[src/rtl/decrement_then_stop.sv]
// -----------------------------------------------------------------------------
// decrement_then_stop
//
// Loadable down-counter with a programmable end value and step. A load sets
// the start count, the stop value and the step. While enabled, the count
// drops by the step each cycle and clamps at the end value. On reaching it,
// the counter stops, pulses done_o for one cycle and waits for the next load.
// Typical use is tracking remaining work in a pipeline tile, such as pixels
// or weights left to process.
//
// A controller can queue a new countdown on the same cycle the current one
// finishes, because ready_o is already high in DONE.
//
// Ports
//   clk_i        in   1     clock; all state changes happen on posedge
//   rst_i        in   1     synchronous, active-high reset (highest priority)
//   load_i       in   1     load request; accepted when load_i & ready_o
//   start_val_i  in   Bits  count value taken on an accepted load
//   end_val_i    in   Bits  stop value, latched on an accepted load
//   step_i       in   Bits  decrement per enabled cycle, latched on load
//                           (a step of 0 is treated as 1)
//   en_i         in   1     decrement enable while running
//   abort_i      in   1     abandon a running countdown without done
//   ready_o      out  1     idle or finished; a load is accepted
//   busy_o       out  1     countdown in progress
//   count_o      out  Bits  current count
//   done_o       out  1     one-cycle pulse on the first cycle count_o == end
// -----------------------------------------------------------------------------
module decrement_then_stop #(
  parameter int Bits = 8
) (
  input  logic            clk_i,
  input  logic            rst_i,
  input  logic            load_i,
  input  logic [Bits-1:0] start_val_i,
  input  logic [Bits-1:0] end_val_i,
  input  logic [Bits-1:0] step_i,
  input  logic            en_i,
  input  logic            abort_i,
  output logic            ready_o,
  output logic            busy_o,
  output logic [Bits-1:0] count_o,
  output logic            done_o
);

  typedef enum logic [1:0] {
    S_IDLE = 2'd0,
    S_RUN  = 2'd1,
    S_DONE = 2'd2
  } state_e;

  state_e          state_q;
  logic [Bits-1:0] count_q;
  logic [Bits-1:0] end_q;
  logic [Bits-1:0] step_q;
  logic            done_q;

  // Distance still to travel. While running, count_q > end_q always holds,
  // so this subtraction cannot underflow.
  logic [Bits-1:0] remain;
  logic            last_step;
  logic [Bits-1:0] step_eff;

  assign remain    = count_q - end_q;
  // Compare the remaining distance against the step before subtracting.
  // This lets the final step clamp to end_q instead of wrapping below it.
  assign last_step = (remain <= step_q);
  assign step_eff  = (step_i == '0) ? Bits'(1) : step_i;

  // NOTE: every register in this block is written with non-blocking
  // assignments. All state updates then see pre-edge values, whatever
  // order the statements appear in.
  always_ff @(posedge clk_i) begin
    if (rst_i) begin
      state_q <= S_IDLE;
      count_q <= '0;
      end_q   <= '0;
      step_q  <= '0;
      done_q  <= 1'b0;
    end else begin
      // done_q is a pulse. It is raised only on the edge that lands on
      // end_q, and it clears on the next edge.
      done_q <= 1'b0;

      unique case (state_q)
        S_IDLE, S_DONE: begin
          if (load_i) begin
            end_q  <= end_val_i;
            step_q <= step_eff;
            if (start_val_i > end_val_i) begin
              count_q <= start_val_i;
              state_q <= S_RUN;
            end else begin
              // The start is already at or past the end, so finish at once
              // with no RUN cycle.
              count_q <= end_val_i;
              done_q  <= 1'b1;
              state_q <= S_DONE;
            end
          end
        end

        S_RUN: begin
          if (abort_i) begin
            state_q <= S_IDLE;
          end else if (en_i) begin
            if (last_step) begin
              count_q <= end_q;
              done_q  <= 1'b1;
              state_q <= S_DONE;
            end else begin
              count_q <= count_q - step_q;
            end
          end
        end

        default: state_q <= S_IDLE;
      endcase
    end
  end

  assign ready_o = (state_q == S_IDLE) || (state_q == S_DONE);
  assign busy_o  = (state_q == S_RUN);
  assign count_o = count_q;
  assign done_o  = done_q;

  // Simulation-time sanity checks.
  if (Bits < 1) begin : g_bad_bits
    $error("decrement_then_stop: Bits must be greater than 0");
  end

  a_step_nonzero : assert property (
    @(posedge clk_i) disable iff (rst_i)
      (state_q == S_RUN) |-> (step_q != '0)
  );

endmodule

[config.mk]
export PLATFORM = sky130hd
export DESIGN_NAME = decrement_then_stop
export DESIGN_NICKNAME = d
export VERILOG_FILES = /design/src/rtl/decrement_then_stop.sv
export SDC_FILE = /design/constraint.sdc
export NUM_CORES = 1
export LEC_CHECK = 0
export BUFFER_PORTS_ARGS = -buffer_cell sky130_fd_sc_hd__buf_4
export CORE_MARGIN = 1
export CORE_UTILIZATION = 35
export CTS_CLUSTER_DIAMETER = 100
export CTS_CLUSTER_SIZE = 30
export DETAILED_ROUTE_END_ITERATION = 12
export HOLD_SLACK_MARGIN = 0.02
export PLACE_DENSITY = 0.53
export SYNTH_ARGS = -nofsm -noshare
export SYNTH_HDL_FRONTEND = slang
export SYNTH_SLANG_ARGS = --single-unit
[constraint.sdc]
create_clock -name clk_i -period 4.2 [get_ports clk_i]
set_input_delay 0.63 -clock clk_i [delete_from_list [all_inputs] [get_ports clk_i]]
set_output_delay 0.63 -clock clk_i [all_outputs]
set_load 0.05 [all_outputs]
==> flow_summary.json <==
{
  "setup_tns_ns": 0,
  "cpMaxStageDelayCell": "a211oi_1",
  "antenna_cells": 0,
  "critPathRequiredTime_ns": 4.43,
  "initial_core_util_pct": 36.9,
  "peakVddDrop_mv": 0.147,
  "max_stage_delay_ns": 0.55,
  "die_x_um": 81.7,
  "crit_fanout": 6,
  "yosysTopAreaCell": "dfxtp_1",
  "post-cts-setup-buffers": 0,
  "critPathTopFamily": "compound AO/OA/AOI/OAI gates",
  "vias_per_cell": 5.23,
  "htreeDepth": 1,
  "die_height_um": 81.7,
  "ys_warn_count": 0,
  "p_leak_nw": 1.12,
  "layout-drive-gt1-share_pct": 15.7,
  "io_buffers": 39,
  "die_area_um2": 6680,
  "hold_violations": 0,
  "grt_overflow": 0,
  "critPathLaunchType": "flip-flop",
  "status": "finished, final reports clean",
  "post_drt_wl_per_cell_um": 15.1,
  "cp_num_buf_inv": 0,
  "cts_tree": "done",
  "async_flop_share_pct": 0,
  "hp-class": "flip-flop to flip-flop",
  "cts.clk_slew.worst_paths_ns": 0.10,
  "design_area_um2": 2650,
  "slew_viol_final": 0,
  "ios": 40,
  "power.total_mw": 1.01,
  "synthesis.area_um2": 2220,
  "cp_cell_sequence": "ha_1, nor2b_1, o21ai_0, a21boi_0, o21ai_0, nor2b_1, xnor2_1, ha_1, nand4_4, nor2_2, a211oi_1, nor2_1, o21ai_0, a221o_1",
  "synth_cells": 294,
  "postRouteAntennaNets": 0,
  "period_needed_ns": 3.41,
  "synth-seq-cells": 27,
  "synth_area_leaders": "dfxtp_1, ha_1, a21oi_1, nand2_1, inv_1",
  "drtPass1Iterations": 4,
  "rsz0062_at_grt": "no",
  "syn_nets": 355,
  "rows": 28,
  "synth_cell_type_count": 44,
  "power_density_nw_per_um2": 381,
  "worstSetupPathType": "flip-flop to flip-flop",
  "worst_pin_slew_ns": 0.675,
  "syn_to_final_growth_pct": 18.9,
  "synth_edf_count": 0,
  "drv_cap": 0,
  "grt_max_degree": 25,
  "end_kind": "flip-flop",
  "fin_crit_sh_pct": 81.1,
  "route.detailed.drc": 0,
  "ys_seq_area_share_pct": 24.3,
  "synth_flop_cell": "dfxtp_1",
  "coreArea_um2": 6030,
  "yosysMostFrequentCell": "nand2_1",
  "max_slew_margin_pct": 54.8,
  "synth_top_cell_area_share_pct": 24.3,
  "cts_buffers": 3,
  "dp_hpwl_mm": 5.10,
  "ctsHoldBuffers": 0,
  "nets": 394,
  "clock_sinks": 27,
  "antenna_found_initial": 0,
  "post_cts_resize_count": 0,
  "setup_viol": 0,
  "place_congestion": 0.820,
  "syn_area_per_cell_um2": 7.57,
  "vias": 2129,
  "path_common_cell": "o21ai_0",
  "n_fill_cell": 642,
  "grtUsageTotal_pct": 19.3,
  "root_buffer": "clkbuf_8",
  "first_iter_violations": 96,
  "dpl_cell_area_um2": 2600,
  "grt_pass1_vias": 1994,
  "clock_latency_ns": 0.28,
  "clock_skew_ns": 0.00677,
  "fmax_mhz": 294,
  "clock_path_buffers": 2,
  "cp.arrival_ns": 3.64,
  "synth_commonest_cells": "nand2_1, a21oi_1, ha_1, inv_1, dfxtp_1",
  "grt_pass1_wl_mm": 9.70,
  "drt-total-wl_mm": 6.13
}
==> path summary, 6_finish.rpt <==
check	start	end	slack [ns]	cells past startpoint
worst min-delay path	end_q[3]	end_q[3]	0.46	2
worst min register to register	end_q[3]	end_q[3]	0.46	2
worst max-delay path	count_o[1]	count_o[1]	0.79	14
worst max register to register	count_o[1]	count_o[1]	0.79	14
==> cell usage in the layout, fill, tap and decap left out, types with 7 or more instances in the layout <==
master   instances
a21oi_1         39
buf_4           40
dfxtp_1         27
ha_1            30
inv_1           30
nand2_1         44
nand3_1          7
nor2b_1         10
nor3_1          14
o21ai_0         17
==> metal layers <==
| metal | track usage (%) | routed length, um | vias up |
|---|---|---|---|
| li1 | - | - | 1114 |
| met1 | 27.1 | 3110 | 972 |
| met2 | 31.4 | 2760 | 39 |
| met3 | 1.67 | 185 | 4 |
| met4 | 4.91 | 63 | 0 |
| met5 | 0 | 0 | - |
==> metrics by stage <==
| stage | cells | util, % | hold slack [ns] | worst slack [ns] |
|---|---|---|---|---|
| after CTS | 407 | 43.9 | 0.461 | 0.819 |
| after global placement | 403 | 43.1 | 0.446 | 0.834 |
| after floorplan | 294 | - | 0.436 | 0.792 |
| after global routing | 407 | 43.9 | 0.479 | 0.453 |
| after detailed placement | 403 | 43.1 | 0.447 | 0.861 |
| final | 407 | 43.9 | 0.459 | 0.794 |
==> worst reg2reg max path: stages (launching register included) <==
cell and delay (ns):
dfxtp_1 0.46, ha_1 0.27, nor2b_1 0.12, o21ai_0 0.19, a21boi_0 0.15, o21ai_0 0.24
nor2b_1 0.20, xnor2_1 0.14, ha_1 0.29, nand4_4 0.14, nor2_2 0.06, a211oi_1 0.55
nor2_1 0.17, o21ai_0 0.22, a221o_1 0.16
==> kinds of logic after synthesis <==
| group | Yosys count | synth area share (%) |
|---|---|---|
| buffers and inverters | 36 | 6.07 |
| AOI/OAI and AO/OA | 91 | 25.2 |
| adders and majority gates | 32 | 18.7 |
| and+or+nand+nor | 98 | 21.8 |
| xor gates and xnor gates | 10 | 3.94 |
| DFF | 27 | 24.3 |
==> state kept, by name, indices dropped and copies added (netlist names) <==
name	cells
step_q	8
end_q	8
count_o	8
done_o	1
state_q	2
==> layout make-up <==
type	count	area, um^2	share of cell area [%]
sequential	27	541	20.4
tap	75	93.8	3.55
clock inverter	1	7.51	0.284
clock buffer	3	41.3	1.56
multi-input combinational	231	1550	58.6
timing repair buffer	40	300	11.4
inverter	30	113	4.26
==> power breakdown <==
part | total [mW] | switching (mW) | internal [mW]
sequential | 0.299 | 0.0213 | 0.277
combinational | 0.552 | 0.335 | 0.217
clock | 0.156 | 0.0888 | 0.0676
No activity file was read; power rests on OpenSTA's default activity.
